==> config.mk <==
export PLATFORM = sky130hd
export DESIGN_NAME = demux4_route_buf
export DESIGN_NICKNAME = d
export VERILOG_FILES = /design/src/rtl/demux4_route_buf.sv
export SDC_FILE = /design/constraint.sdc
export NUM_CORES = 1
export LEC_CHECK = 0
export ABC_AREA = 1
export ABC_CLOCK_PERIOD_IN_PS = 1950
export CORE_UTILIZATION = 50
export CTS_CLUSTER_SIZE = 10
export DETAILED_ROUTE_END_ITERATION = 16
export HOLD_SLACK_MARGIN = 0.05
export PLACE_DENSITY = 0.83
export SETUP_SLACK_MARGIN = 0.4
export SLEW_MARGIN = 25
export SYNTH_ARGS = -nofsm -noshare
export SYNTH_HDL_FRONTEND = slang
export SYNTH_SLANG_ARGS = --single-unit
==> constraint.sdc <==
create_clock -name iClk -period 1.95 [get_ports iClk]
set_clock_uncertainty 0.2 [all_clocks]
set_input_delay 0.39 -clock iClk [delete_from_list [all_inputs] [get_ports iClk]]
set_output_delay 0.39 -clock iClk [all_outputs]
set_load 0.05 [all_outputs]
==> src/rtl/demux4_route_buf.sv <==
// 1-to-4 buffered router: one word plus a 2-bit destination select, delivered in order to one of four sinks.
// A two-entry buffer (output stage plus skid) keeps full throughput with a registered upstream ready.
// Optional per-destination fire counters are enabled by defining DEMUX_STATS_EN.
//
// state | meaning
// EMPTY | no entry held
// ONE   | output stage holds a word, skid empty
// TWO   | output stage and skid both hold words; upstream stalled
module demux4_route_buf #(
    parameter int DATA_W = 32,
    parameter int CNT_W  = 16
) (
    input  logic              iClk,
    input  logic              iRst_n,
    input  logic              iValid,
    output logic              oReady,
    input  logic [DATA_W-1:0] iData,
    input  logic [1:0]        iS,
    output logic [3:0]        oValid,
    input  logic [3:0]        iReady,
    output logic [DATA_W-1:0] oData,
    output logic [1:0]        oSel,
`ifdef DEMUX_STATS_EN
    input  logic              iClrCnt,
    output logic [4*CNT_W-1:0] oCount,
`endif
    output logic              oBusy
);

    typedef enum logic [1:0] {
        EMPTY = 2'd0,
        ONE   = 2'd1,
        TWO   = 2'd2
    } stateT;

    stateT             state;
    stateT             stateNext;
    logic [DATA_W-1:0] outData;
    logic [1:0]        outSel;
    logic [DATA_W-1:0] skidData;
    logic [1:0]        skidSel;
    logic              outValid;
    logic              acc;
    logic              fire;
    logic              loadOutFromIn;
    logic              loadOutFromSkid;
    logic              loadSkid;

    // Valids are decoded from state so oReady has no path from iReady/iValid.
    assign outValid = (state != EMPTY);
    assign oReady   = (state != TWO);
    assign oBusy    = outValid;
    assign oData    = outData;
    assign oSel     = outSel;
    assign oValid   = outValid ? (4'b0001 << outSel) : 4'b0000;

    assign acc  = iValid && oReady;
    assign fire = outValid && iReady[outSel];

    always_ff @(posedge iClk or negedge iRst_n) begin
        if (!iRst_n) begin
            state    <= EMPTY;
            outData  <= '0;
            outSel   <= '0;
            skidData <= '0;
            skidSel  <= '0;
        end else begin
            state <= stateNext;
            if (loadOutFromIn) begin
                outData <= iData;
                outSel  <= iS;
            end else if (loadOutFromSkid) begin
                outData <= skidData;
                outSel  <= skidSel;
            end
            if (loadSkid) begin
                skidData <= iData;
                skidSel  <= iS;
            end
        end
    end

    always_comb begin
        stateNext       = state;
        loadOutFromIn   = 1'b0;
        loadOutFromSkid = 1'b0;
        loadSkid        = 1'b0;
        case (state)
            EMPTY: begin
                if (acc) begin
                    loadOutFromIn = 1'b1;
                    stateNext     = ONE;
                end
            end
            ONE: begin
                if (fire && acc) begin
                    loadOutFromIn = 1'b1;
                end else if (fire) begin
                    stateNext = EMPTY;
                end else if (acc) begin
                    loadSkid  = 1'b1;
                    stateNext = TWO;
                end
            end
            TWO: begin
                if (fire) begin
                    loadOutFromSkid = 1'b1;
                    stateNext       = ONE;
                end
            end
            default: stateNext = EMPTY;
        endcase
    end

`ifdef DEMUX_STATS_EN
    logic [CNT_W-1:0] fireCnt [4];

    // A clear wins over a fire in the same cycle.
    always_ff @(posedge iClk or negedge iRst_n) begin
        if (!iRst_n) begin
            for (int k = 0; k < 4; k++) fireCnt[k] <= '0;
        end else if (iClrCnt) begin
            for (int k = 0; k < 4; k++) fireCnt[k] <= '0;
        end else if (fire) begin
            fireCnt[outSel] <= fireCnt[outSel] + 1'b1;
        end
    end

    for (genvar g = 0; g < 4; g++) begin : genCount
        assign oCount[g*CNT_W +: CNT_W] = fireCnt[g];
    end
`endif

endmodule

==> results of run 1 <==
## power by group through the flow
stage	combinational [mW]	clock (mW)	sequential [mW]
4_1_cts	6.12	1.19	2.73
5_1_grt	7.61	1.28	2.87
3_5_place_dp	5.58	0	2.77
3_3_place_gp	5.45	0	2.74
2_1_floorplan	2.64	0	3.94
6_report	7.20	1.21	2.81
## kinds of logic after synthesis
logic type	share of synthesized area [%]
AO/OA/AOI/OAI	5.49
buffers and inverters	9.55
flip-flops	49.9
AND/OR/NAND/NOR	35.0
## layout make-up
cell class | count | share of cell area [%]
Clock buffer | 10 | 2.55
Clock inverter | 6 | 1.14
Inverter | 42 | 3.17
Multi-Input combinational cell | 303 | 28.8
Sequential cell | 70 | 32.6
Tap cell | 96 | 2.22
Timing Repair Buffer | 131 | 29.5
## worst max-delay path, stage by stage (launching register included)
cell	delay, ns
dfrtp_4	0.51
inv_4	0.07
nor3_4	0.22
buf_12	0.16
## state kept, by name (all words and copies together) (netlist names)
name / count
state: 2
oData: 32
skidData: 32
skidSel: 2
oSel: 2
## timing repair
| action | 4_1_cts | 5_1_grt |
|---|---|---|
| setup endpoints to repair | 79 | 85 |
| pin swaps | 2 | 4 |
| buffers inserted | 9 | 9 |
| endpoints found under the hold margin | 70 | 0 |
| cloned | 3 | 11 |
| hold buffers | 1 | 0 |
| gates resized for setup | 12 | 34 |
## worst min path at each step
stage	start	to	slack, ns	depth (start not counted)
finish	skidData[1]	skidData[1]	0.30	2
global route	skidData[10]	skidData[10]	0.32	2
CTS	skidData[31]	skidData[31]	0.29	2
detailed placement	iRst_n	oData[10]	0.24	2
global placement	iRst_n	skidData[10]	0.24	2
floorplan	iRst_n	oData[0]	-0.11	0
## layer usage
layer	GRT usage [%]	routed length [um]
met2	43.6	5600
met3	3.27	916
met4	14.4	545
met5	0	0
met1	36.4	4540
## cells in the final DEF, fill, tap and decap left out
| cell type | instances |
|---|---|
| nand2_1 | 147 |
| nand3_1 | 90 |
| dfrtp_1 | 66 |
| clkdlybuf4s50_1 | 39 |
| buf_4 | 38 |
| inv_1 | 37 |
| o21ai_1 | 23 |
| buf_6 | 22 |
| buf_12 | 17 |
| nand3_2 | 12 |
| clkbuf_8 | 10 |
| o21ai_2 | 9 |
| clkbuf_16 | 8 |
| nor3_4 | 4 |
| nand2_2 | 4 |
| nor2_4 | 3 |
| clkinv_2 | 3 |
| buf_16 | 3 |
| clkinvlp_4 | 2 |
| inv_4 | 2 |
| nand2_8 | 2 |
| nand2_4 | 2 |
| o21ai_0 | 2 |
| dfrtp_4 | 2 |
| buf_8 | 2 |
| dfrtp_2 | 2 |
| inv_6 | 1 |
| inv_2 | 1 |
| nand3_4 | 1 |
| nor2_2 | 1 |
| nor2_1 | 1 |
| nand3b_1 | 1 |
| o21a_1 | 1 |
| bufinv_16 | 1 |
| clkinv_4 | 1 |
| dlygate4sd3_1 | 1 |
| buf_2 | 1 |
## through the flow
step                setup TNS [ns]  cells  setup slack (ns)
global route               -0.0329    658           -0.0219
CTS                              0    638            0.0546
floorplan                        0    443             0.166
global placement           -0.0313    609           -0.0140
detailed placement           -1.62    609           -0.0609
finish                           0    658            0.0493
==> metrics, run 1 <==
status complete, but fails checks; failing checks DRC; FF/Latch Area approximately 0.0018 sq mm; Synth top area share 49.9%; synth warn 0; Synthesized Nets 484; sequential power share between 20% and 30%; Initial DRC Count 472; top cell type by total area after synthesis dfrtp_1; crit path from oSel[1]; antenna viol nets, final 0; vias per inst 5.76; clock power share 10.8%; Sink Count 70; Slew Limit Fails 0; final instance area 0.00540 sq mm; ratio of cells with drive above 1 in the final layout a little over a quarter; CORE AREA 0.00679 sq mm; crit-path max FO 5; CTS tree yes; initial antenna violation count 0; WL/cell 17.6 um; Switching Share 48.6%; combinational power share roughly 64%; crit start category flop; reg-to-reg endpoint oData[7]; # port buffers 80; Overall Power 11.2 mW; clock slew at reported path FFs approximately 0.080 ns; fin crit share 97.5%; worst reg-to-reg setup slack ~0.08 ns; RSZ-0062 raised after global routing true; Leak 2.77 nW; I/O pins 81; clock latency at the later pin of the worst-skew pair 0.35 ns; Die X 85.8 um; WP data required 1.36 ns; Mapped Cells ~440; # setup viols final 0; P_sw ~5.5 mW; share of synthesized registers carrying an async set or reset between 90% and 100%; Max Freq between 500 and 600 MHz; clk buf depth 2; leading cell types by count after synthesis nand2_1, nand3_1, dfrtp_1, inv_1; Int Power 5.77 mW; top post-synthesis cells by area dfrtp_1, nand2_1, nand3_1; CP endpoint kind output port; # rows 30; DP HPWL 5630 um; most common cell in the netlist nand2_1; Synth Register Bits 70; post-synthesis sequential area ratio 49.9%; number of fill cells slightly below 400; Mapped Area 0.00351 sq mm; Multi-input gate area 0.00156 sq mm; Placer Congestion 0.752; via count 3791; Residual DRC 1; top_reg_cell synth dfrtp_1; Total Wirelength 11600 um; clk root buf clkbuf_8; total grt overflow 0; Synth-to-Final Area Change 53.8%; Tot GR Track Use a little over a quarter; worst path arrival time roughly 1.3 ns; worst vdd ir approximately 1100 uV; Util after Layout 79.5%; Hold Vio Cnt, Final 0; Unique masters post-synth 21; Die ar. 0.00736 sq mm; Chip Height 85.8 um; Setup crit end oValid[3]; max cap viols 0; Crit Path Class reg -> out; placed instance area 0.00455 sq mm; Power Dens Cells between 2000 and 2500 mW/mm^2; Mapped Avg Cell Area about 8 sq um; Reg2Reg Launch Point oSel[0]; vias in the first global route about 3300; htree depth 3; Starting Density 51.7%; number of enable-type register cells in the synthesized netlist 0; ant diodes 0; worst r2r path cells 9; cts bufs inserted 9; minimum clock period 1.90 ns; DR pass1 iterations 12; Hold Crit Class reg -> reg; largest net degree at the start of global routing just over 70; Min Hold Slack 0.300 ns; Worst Tran Pin Value ~0.4 ns; fin nets approximately 600; Slew HR about three quarters; first-pass GRT wire length 15600 um
Note: power is estimated with default switching activity, not from simulation.
==> inputs of run 2 (changes only) <==
Settings changed: ABC_AREA 1 to not set, ABC_CLOCK_PERIOD_IN_PS 1950 to 2050, CORE_UTILIZATION 50 to 51, PLACE_DENSITY 0.83 to 0.84.
Clock period 1.95 ns to 2.05 ns, I/O delays scaled along.
==> run 2 against run 1 <==
The run ends with setup timing left. Worst setup slack got worse by 0.30 ns. Die area rose by 1.3%. Hold slack got worse by 0.018 ns. Non-clock buffer count fell by 14. Global-route usage up 0.50 points. Sequential cell count unchanged. Sequential power is 10% lower. Critical endpoint is now skidData[4]. Highest routed layer unchanged.
==> metrics, run 2 <==
top_reg_cell synth dfrtp_1 (unchanged); Reg2Reg Launch Point oSel[0] (unchanged); Leak 2.50 nW (was 2.77 nW); vias in the first global route 3086 (was 3319); cts bufs inserted 9 (unchanged); share of synthesized registers carrying an async set or reset 100% (unchanged); CTS tree yes (unchanged); max cap viols 0 (unchanged); CP endpoint kind flop (was output port); Max Used Layer met4 (unchanged); Overall Power 9.21 mW (was 11.2 mW); Power Dens Cells 1780 mW/mm^2 (was 2080 mW/mm^2); placed instance area 0.00451 sq mm (was 0.00455 sq mm); Die X 86.3 um (was 85.8 um); DP HPWL 5760 um (was 5630 um); Mapped Avg Cell Area 10.9 sq um (was 7.92 sq um); final instance area 0.00518 sq mm (was 0.00540 sq mm); Die ar. 0.00745 sq mm (was 0.00736 sq mm); Unique masters post-synth 28 (was 21); Initial DRC Count 273 (was 472); Synth-to-Final Area Change 42.9% (was 53.8%); WP data required 2.08 ns (was 1.36 ns); Synthesized Nets 373 (was 484); most common cell in the netlist dfrtp_1 (was nand2_1); # rows 30 (unchanged); Multi-input gate area 0.00176 sq mm (was 0.00156 sq mm); fin worst setup slack -0.250 ns (was 0.0493 ns); RSZ-0062 raised after global routing true (unchanged); met1 WL 4180 um (was 4540 um); CORE AREA 0.00683 sq mm (was 0.00679 sq mm); first-pass GRT wire length 15700 um (was 15600 um); top cell type by total area after synthesis dfrtp_1 (unchanged); Chip Height 86.3 um (was 85.8 um); Hold Vio Cnt, Final 0 (unchanged); metal2 WL 5090 um (was 5600 um); vias per inst 5.84 (was 5.76); ratio of cells with drive above 1 in the final layout 32.8% (was 27.4%); pre-CTS WS -0.734 ns (was -0.0609 ns); I/O pins 81 (unchanged); WL/cell 19.2 um (was 17.6 um); DR pass1 iterations 5 (was 12); FF/Latch Area 0.00176 sq mm (about the same); CP Depth 5 (was 3); Util after Layout 75.8% (was 79.5%); antenna viol nets, final 0 (unchanged); Slew Limit Fails 0 (unchanged); worst reg-to-reg setup slack -0.25 ns (was 0.08 ns); Crit path max-delay family multiplexers (was flip-flops); CP max stage cell mux4_4 (was dfrtp_4); Buf+Inv Stages, Crit Path 2 (unchanged); met3 WL 605 um (was 916 um); dpl cells 493 (was 609); Synth top area share 48.3% (was 49.9%); Slew HR 74.6% (was 73.6%); clk buf depth 2 (unchanged); Starting Density 53.1% (was 51.7%); Synth Register Bits 70 (unchanged); crit-path max FO 7 (was 5); post-synthesis sequential area ratio 48.3% (was 49.9%); Crit Path Class reg -> reg (was reg -> out); critical-path cell list mux4_4, nor3b_4, buf_6, buf_8, mux2_4 (was inv_4, nor3_4, buf_12); total grt overflow 0 (unchanged); Hold Crit Class in -> async (was reg -> reg); crit start category flop (unchanged); most common cell after layout, fill and taps aside dfrtp_1 (was nand2_1); number of fill cells 425 (was 387); # port buffers 80 (unchanged); failing checks setup timing (was DRC); Residual DRC 0 (was 1); Min Hold Slack 0.282 ns (was 0.300 ns); Mapped Area 0.00363 sq mm (was 0.00351 sq mm); largest net degree at the start of global routing 69 (was 71); Placer Congestion 0.732 (was 0.752); fin nets 466 (was 598); ant diodes 0 (unchanged); htree depth 3 (unchanged); worst vdd ir 775 uV (was 1070 uV); fin crit share 112%; clock latency at the later pin of the worst-skew pair 0.35 ns (about the same); minimum clock period 2.30 ns; Mapped Cells 332 (was 443); worst path arrival time 2.33 ns (was 1.31 ns); Post-Layout Cell Count 526 (was 658); clock slew at reported path FFs 0.07 ns (was 0.08 ns); Worst Tran Pin Value 0.381 ns (was 0.395 ns); # setup viols final 69 (was 0); initial antenna violation count 0 (unchanged); Max Freq between 400 and 500 MHz; status complete, but fails checks (unchanged); reg-to-reg endpoint skidData[4] (was oData[7]); Tot GR Track Use 27.6% (was 27.1%); top post-synthesis cells by area dfrtp_1, mux2_2, o211a_1 (was dfrtp_1, nand2_1, nand3_1); leading cell types by count after synthesis dfrtp_1, inv_1, a21oi_1, nor3b_1 (was nand2_1, nand3_1, dfrtp_1, inv_1); number of enable-type register cells in the synthesized netlist 0 (unchanged); clk root buf clkbuf_8 (unchanged); via count 3073 (was 3791); worst r2r path cells 5 (was 9); Sink Count 70 (unchanged); Crit path largest cell delay 0.69 ns (was 0.51 ns); Total Wirelength 10100 um (was 11600 um); final setup TNS -14.17 ns (was 0 ns); most frequent cells in the layout dfrtp_1, buf_4, clkdlybuf4s50_1 (was nand2_1, nand3_1, dfrtp_1); synth warn 0 (unchanged)
[run 2: cell types whose count changed after synthesis, sizes merged, moves of 7 or more]
| cell | change |
|---|---|
| mux2 | +35 |
| clkbuf | +16 |
| inv | -7 |
| a211oi | +32 |
| o211a | +33 |
| buf | -10 |
| nand3 | -101 |
| o21ai | -32 |
| nor3b | +35 |
| nand2 | -153 |
| a21oi | +34 |
[run 2: layout make-up]
class,instances,share of cell area [%]
Multi-Input combinational cell,191,33.9
Clock inverter,4,1.35
Sequential cell,70,33.9
Tap cell,96,2.32
Timing Repair Buffer,117,23.0
Clock buffer,12,2.80
Inverter,36,2.71
[run 2: cell families after synthesis]
family | synth area share, %
AOI/OAI and AO/OA | 21.7
buffers and inverters | 8.66
and+or+nand+nor | 9.25
DFF | 48.3
muxes | 12.0
[run 2: routing by layer]
layer | global-route usage (%) | up-vias
met3 | 5.14 | 17
li1 | - | 1386
met4 | 12.7 | 0
met2 | 46.0 | 116
met5 | 0 | -
met1 | 35.1 | 1554
[run 2: worst max-delay path by stage]
stage / start / endpoint
3_3_place_gp: iReady[3] / skidData[16]
2_1_floorplan: oSel[0] / skidData[10]
6_report: oSel[0] / skidData[4]
4_1_cts: oSel[0] / skidSel[1]
3_5_place_dp: iReady[3] / skidData[23]
5_1_grt: oSel[0] / skidData[4]
[run 2: what timing repair did]
item,CTS,global route
pin swaps,4,2
setup endpoints to repair,78,78
gates resized for setup,67,15
hold buffers,1,0
hold endpoints to repair,51,0
setup buffers,9,4
gates cloned,3,0
[run 2: power by group]
part / internal (mW) / switching (mW) / leakage, nW
Clock: 0.716 / 0.516 / 0.110
Combinational: 2.36 / 3.09 / 1.59
Sequential: 2.08 / 0.447 / 0.796
Total: 5.16 / 4.05 / 2.50
==> inputs of run 3 (changes only) <==
Settings changed: CORE_ASPECT_RATIO set to 0.5.
==> run 3 against run 2 <==
The run still ends with setup timing left. Largest power group unchanged. Combinational power increased by 11%. Register-to-register slack improved by 0.03 ns. Core utilization increased by 4.9 points.
==> metrics, run 3 (synthesis results as in run 2) <==
vias in the first global route 3227 (was 3086); Util after Layout 80.8% (was 75.8%); Residual DRC 0 (unchanged); Hold Crit Class reg -> reg (was in -> async); Leak 2.61 nW (was 2.50 nW); status complete, but fails checks (unchanged); Starting Density 53.5% (was 53.1%); DP HPWL 6020 um (was 5760 um); Die X 121 um (was 86.3 um); ant diodes 0 (unchanged); Switching Share 44.8% (was 44.0%); clock slew at reported path FFs 0.06 ns (was 0.07 ns); CTS tree yes (unchanged); ratio of cells with drive above 1 in the final layout 38.4% (was 32.8%); # rows 21 (was 30); critical-path cell list mux4_2, nor3b_4, buf_4, buf_6, buf_6, buf_12, mux2_4 (was mux4_4, nor3b_4, buf_6, buf_8, mux2_4); final setup TNS -7.45 ns (was -14.17 ns); Hold Vio Cnt, Final 0 (unchanged); initial antenna violation count 0 (unchanged); Tot GR Track Use 33.0% (was 27.6%); cts bufs inserted 9 (unchanged); Max Freq 440 MHz (was 435 MHz); CORE AREA 0.00678 sq mm (was 0.00683 sq mm); clk buf depth 2 (unchanged); Chip Height 61.6 um (was 86.3 um); Int Power 5.55 mW (was 5.16 mW); Power Dens Cells 1840 mW/mm^2 (was 1780 mW/mm^2); vias per inst 6.45 (was 5.84); CP endpoint kind flop (unchanged); WP data required 2.07 ns (was 2.08 ns); htree depth 3 (unchanged); Sink Count 70 (unchanged); dpl cells 488 (was 493); I/O pins 81 (unchanged); Initial DRC Count 279 (was 273); Buf+Inv Stages, Crit Path 4 (was 2); fin worst setup slack -0.221 ns (was -0.250 ns); Synth-to-Final Area Change 51.0% (was 42.9%); clk root buf clkbuf_16 (was clkbuf_8); Slew HR 61.4% (was 74.6%); Placer Congestion 0.789 (was 0.732); Crit path largest cell delay 0.55 ns (was 0.69 ns); clock power share 13.8% (was 13.4%); fin crit share 111% (was 112%); # setup viols final 60 (was 69); Slew Limit Fails 0 (unchanged); final instance area 0.00548 sq mm (was 0.00518 sq mm); sequential power share 26.1% (was 27.4%); first-pass GRT wire length 17700 um (was 15700 um); crit start category flop (unchanged); Crit Path Class reg -> reg (unchanged); RSZ-0062 raised after global routing true (unchanged); placed instance area 0.00456 sq mm (was 0.00451 sq mm); antenna viol nets, final 0 (unchanged); crit-path max FO 8 (was 7); total grt overflow 0 (unchanged); most common cell after layout, fill and taps aside dfrtp_1 (unchanged); Crit path max-delay family multiplexers (unchanged); largest net degree at the start of global routing 51 (was 69); P_sw 4.50 mW (was 4.05 mW); # port buffers 80 (unchanged); clock latency at the later pin of the worst-skew pair 0.34 ns (was 0.35 ns); Worst Tran Pin Value 0.579 ns (was 0.381 ns); DR pass1 iterations 5 (unchanged); fin nets 472 (was 466); combinational power share 60.1% (was 59.2%); worst path arrival time 2.29 ns (was 2.33 ns); Die ar. 0.00747 sq mm (was 0.00745 sq mm); via count 3400 (was 3073); Post-Layout Cell Count 527 (was 526); Crit path top cell by count buf_6; minimum clock period 2.27 ns (was 2.30 ns); WL/cell 24.0 um (was 19.2 um); CP max stage cell mux4_2 (was mux4_4); max cap viols 0 (unchanged); failing checks setup timing (unchanged); worst vdd ir 1150 uV (was 775 uV); most frequent cells in the layout dfrtp_1, buf_4, clkdlybuf4s50_1 (unchanged); Total Wirelength 12700 um (was 10100 um)
## run 3: worst paths after layout
check                             start  cells after the start  slack, ns           end
max in group asynchronous        iRst_n                      3       0.69     oData[21]
min                        skidData[17]                      1       0.32  skidData[17]
min reg2reg                skidData[17]                      1       0.32  skidData[17]
min in group asynchronous        iRst_n                      2       0.40   skidData[3]
max                             oSel[0]                      7      -0.22  skidData[29]
max reg2reg                     oSel[0]                      7      -0.22  skidData[29]
## run 3: cell type report
type	count	area (sq um)
Clock buffer	13	240
Clock inverter	2	10.0
Fill cell	343	1300
Inverter	36	138
Multi-Input combinational cell	191	1870
Sequential cell	70	1760
Tap cell	92	115
Timing Repair Buffer	123	1350
## run 3: stage by stage
step / total power, mW / hold WS [ns] / setup WS, ns
after floorplan: 5.66 / -0.0856 / -0.435
after global placement: 6.95 / 0.224 / -0.503
after detailed placement: 7.13 / 0.224 / -0.578
after CTS: 9.45 / 0.312 / -0.168
after global routing: 10.4 / 0.338 / -0.257
final: 10.0 / 0.318 / -0.221
## run 3: what timing repair did
action	4_1_cts	5_1_grt
gates cloned	4	0
setup endpoints to repair	77	78
pin swaps	6	5
resized for setup	76	23
setup buffers	16	3
hold buffers	1	0
endpoints found under the hold margin	19	0
## run 3: per-layer routing
metal	GRT usage, %	wire length (um)
met5	0	0
met4	16.6	730
met3	10.0	889
met2	55.2	6000
met1	40.1	5050
## run 3: worst reg2reg max path, cell delays in order, from the launching register on
cell	delay, ns
dfrtp_2	0.37
mux4_2	0.55
nor3b_4	0.23
buf_4	0.15
buf_6	0.10
buf_6	0.10
buf_12	0.14
mux2_4	0.33
## run 3: power groups by stage
stage	Combinational, mW	Sequential (mW)	Clock, mW
after floorplan	2.15	3.51	0
after global placement	4.50	2.46	0
after detailed placement	4.62	2.51	0
after CTS	5.56	2.52	1.37
after global routing	6.28	2.67	1.45
final	6.04	2.62	1.38
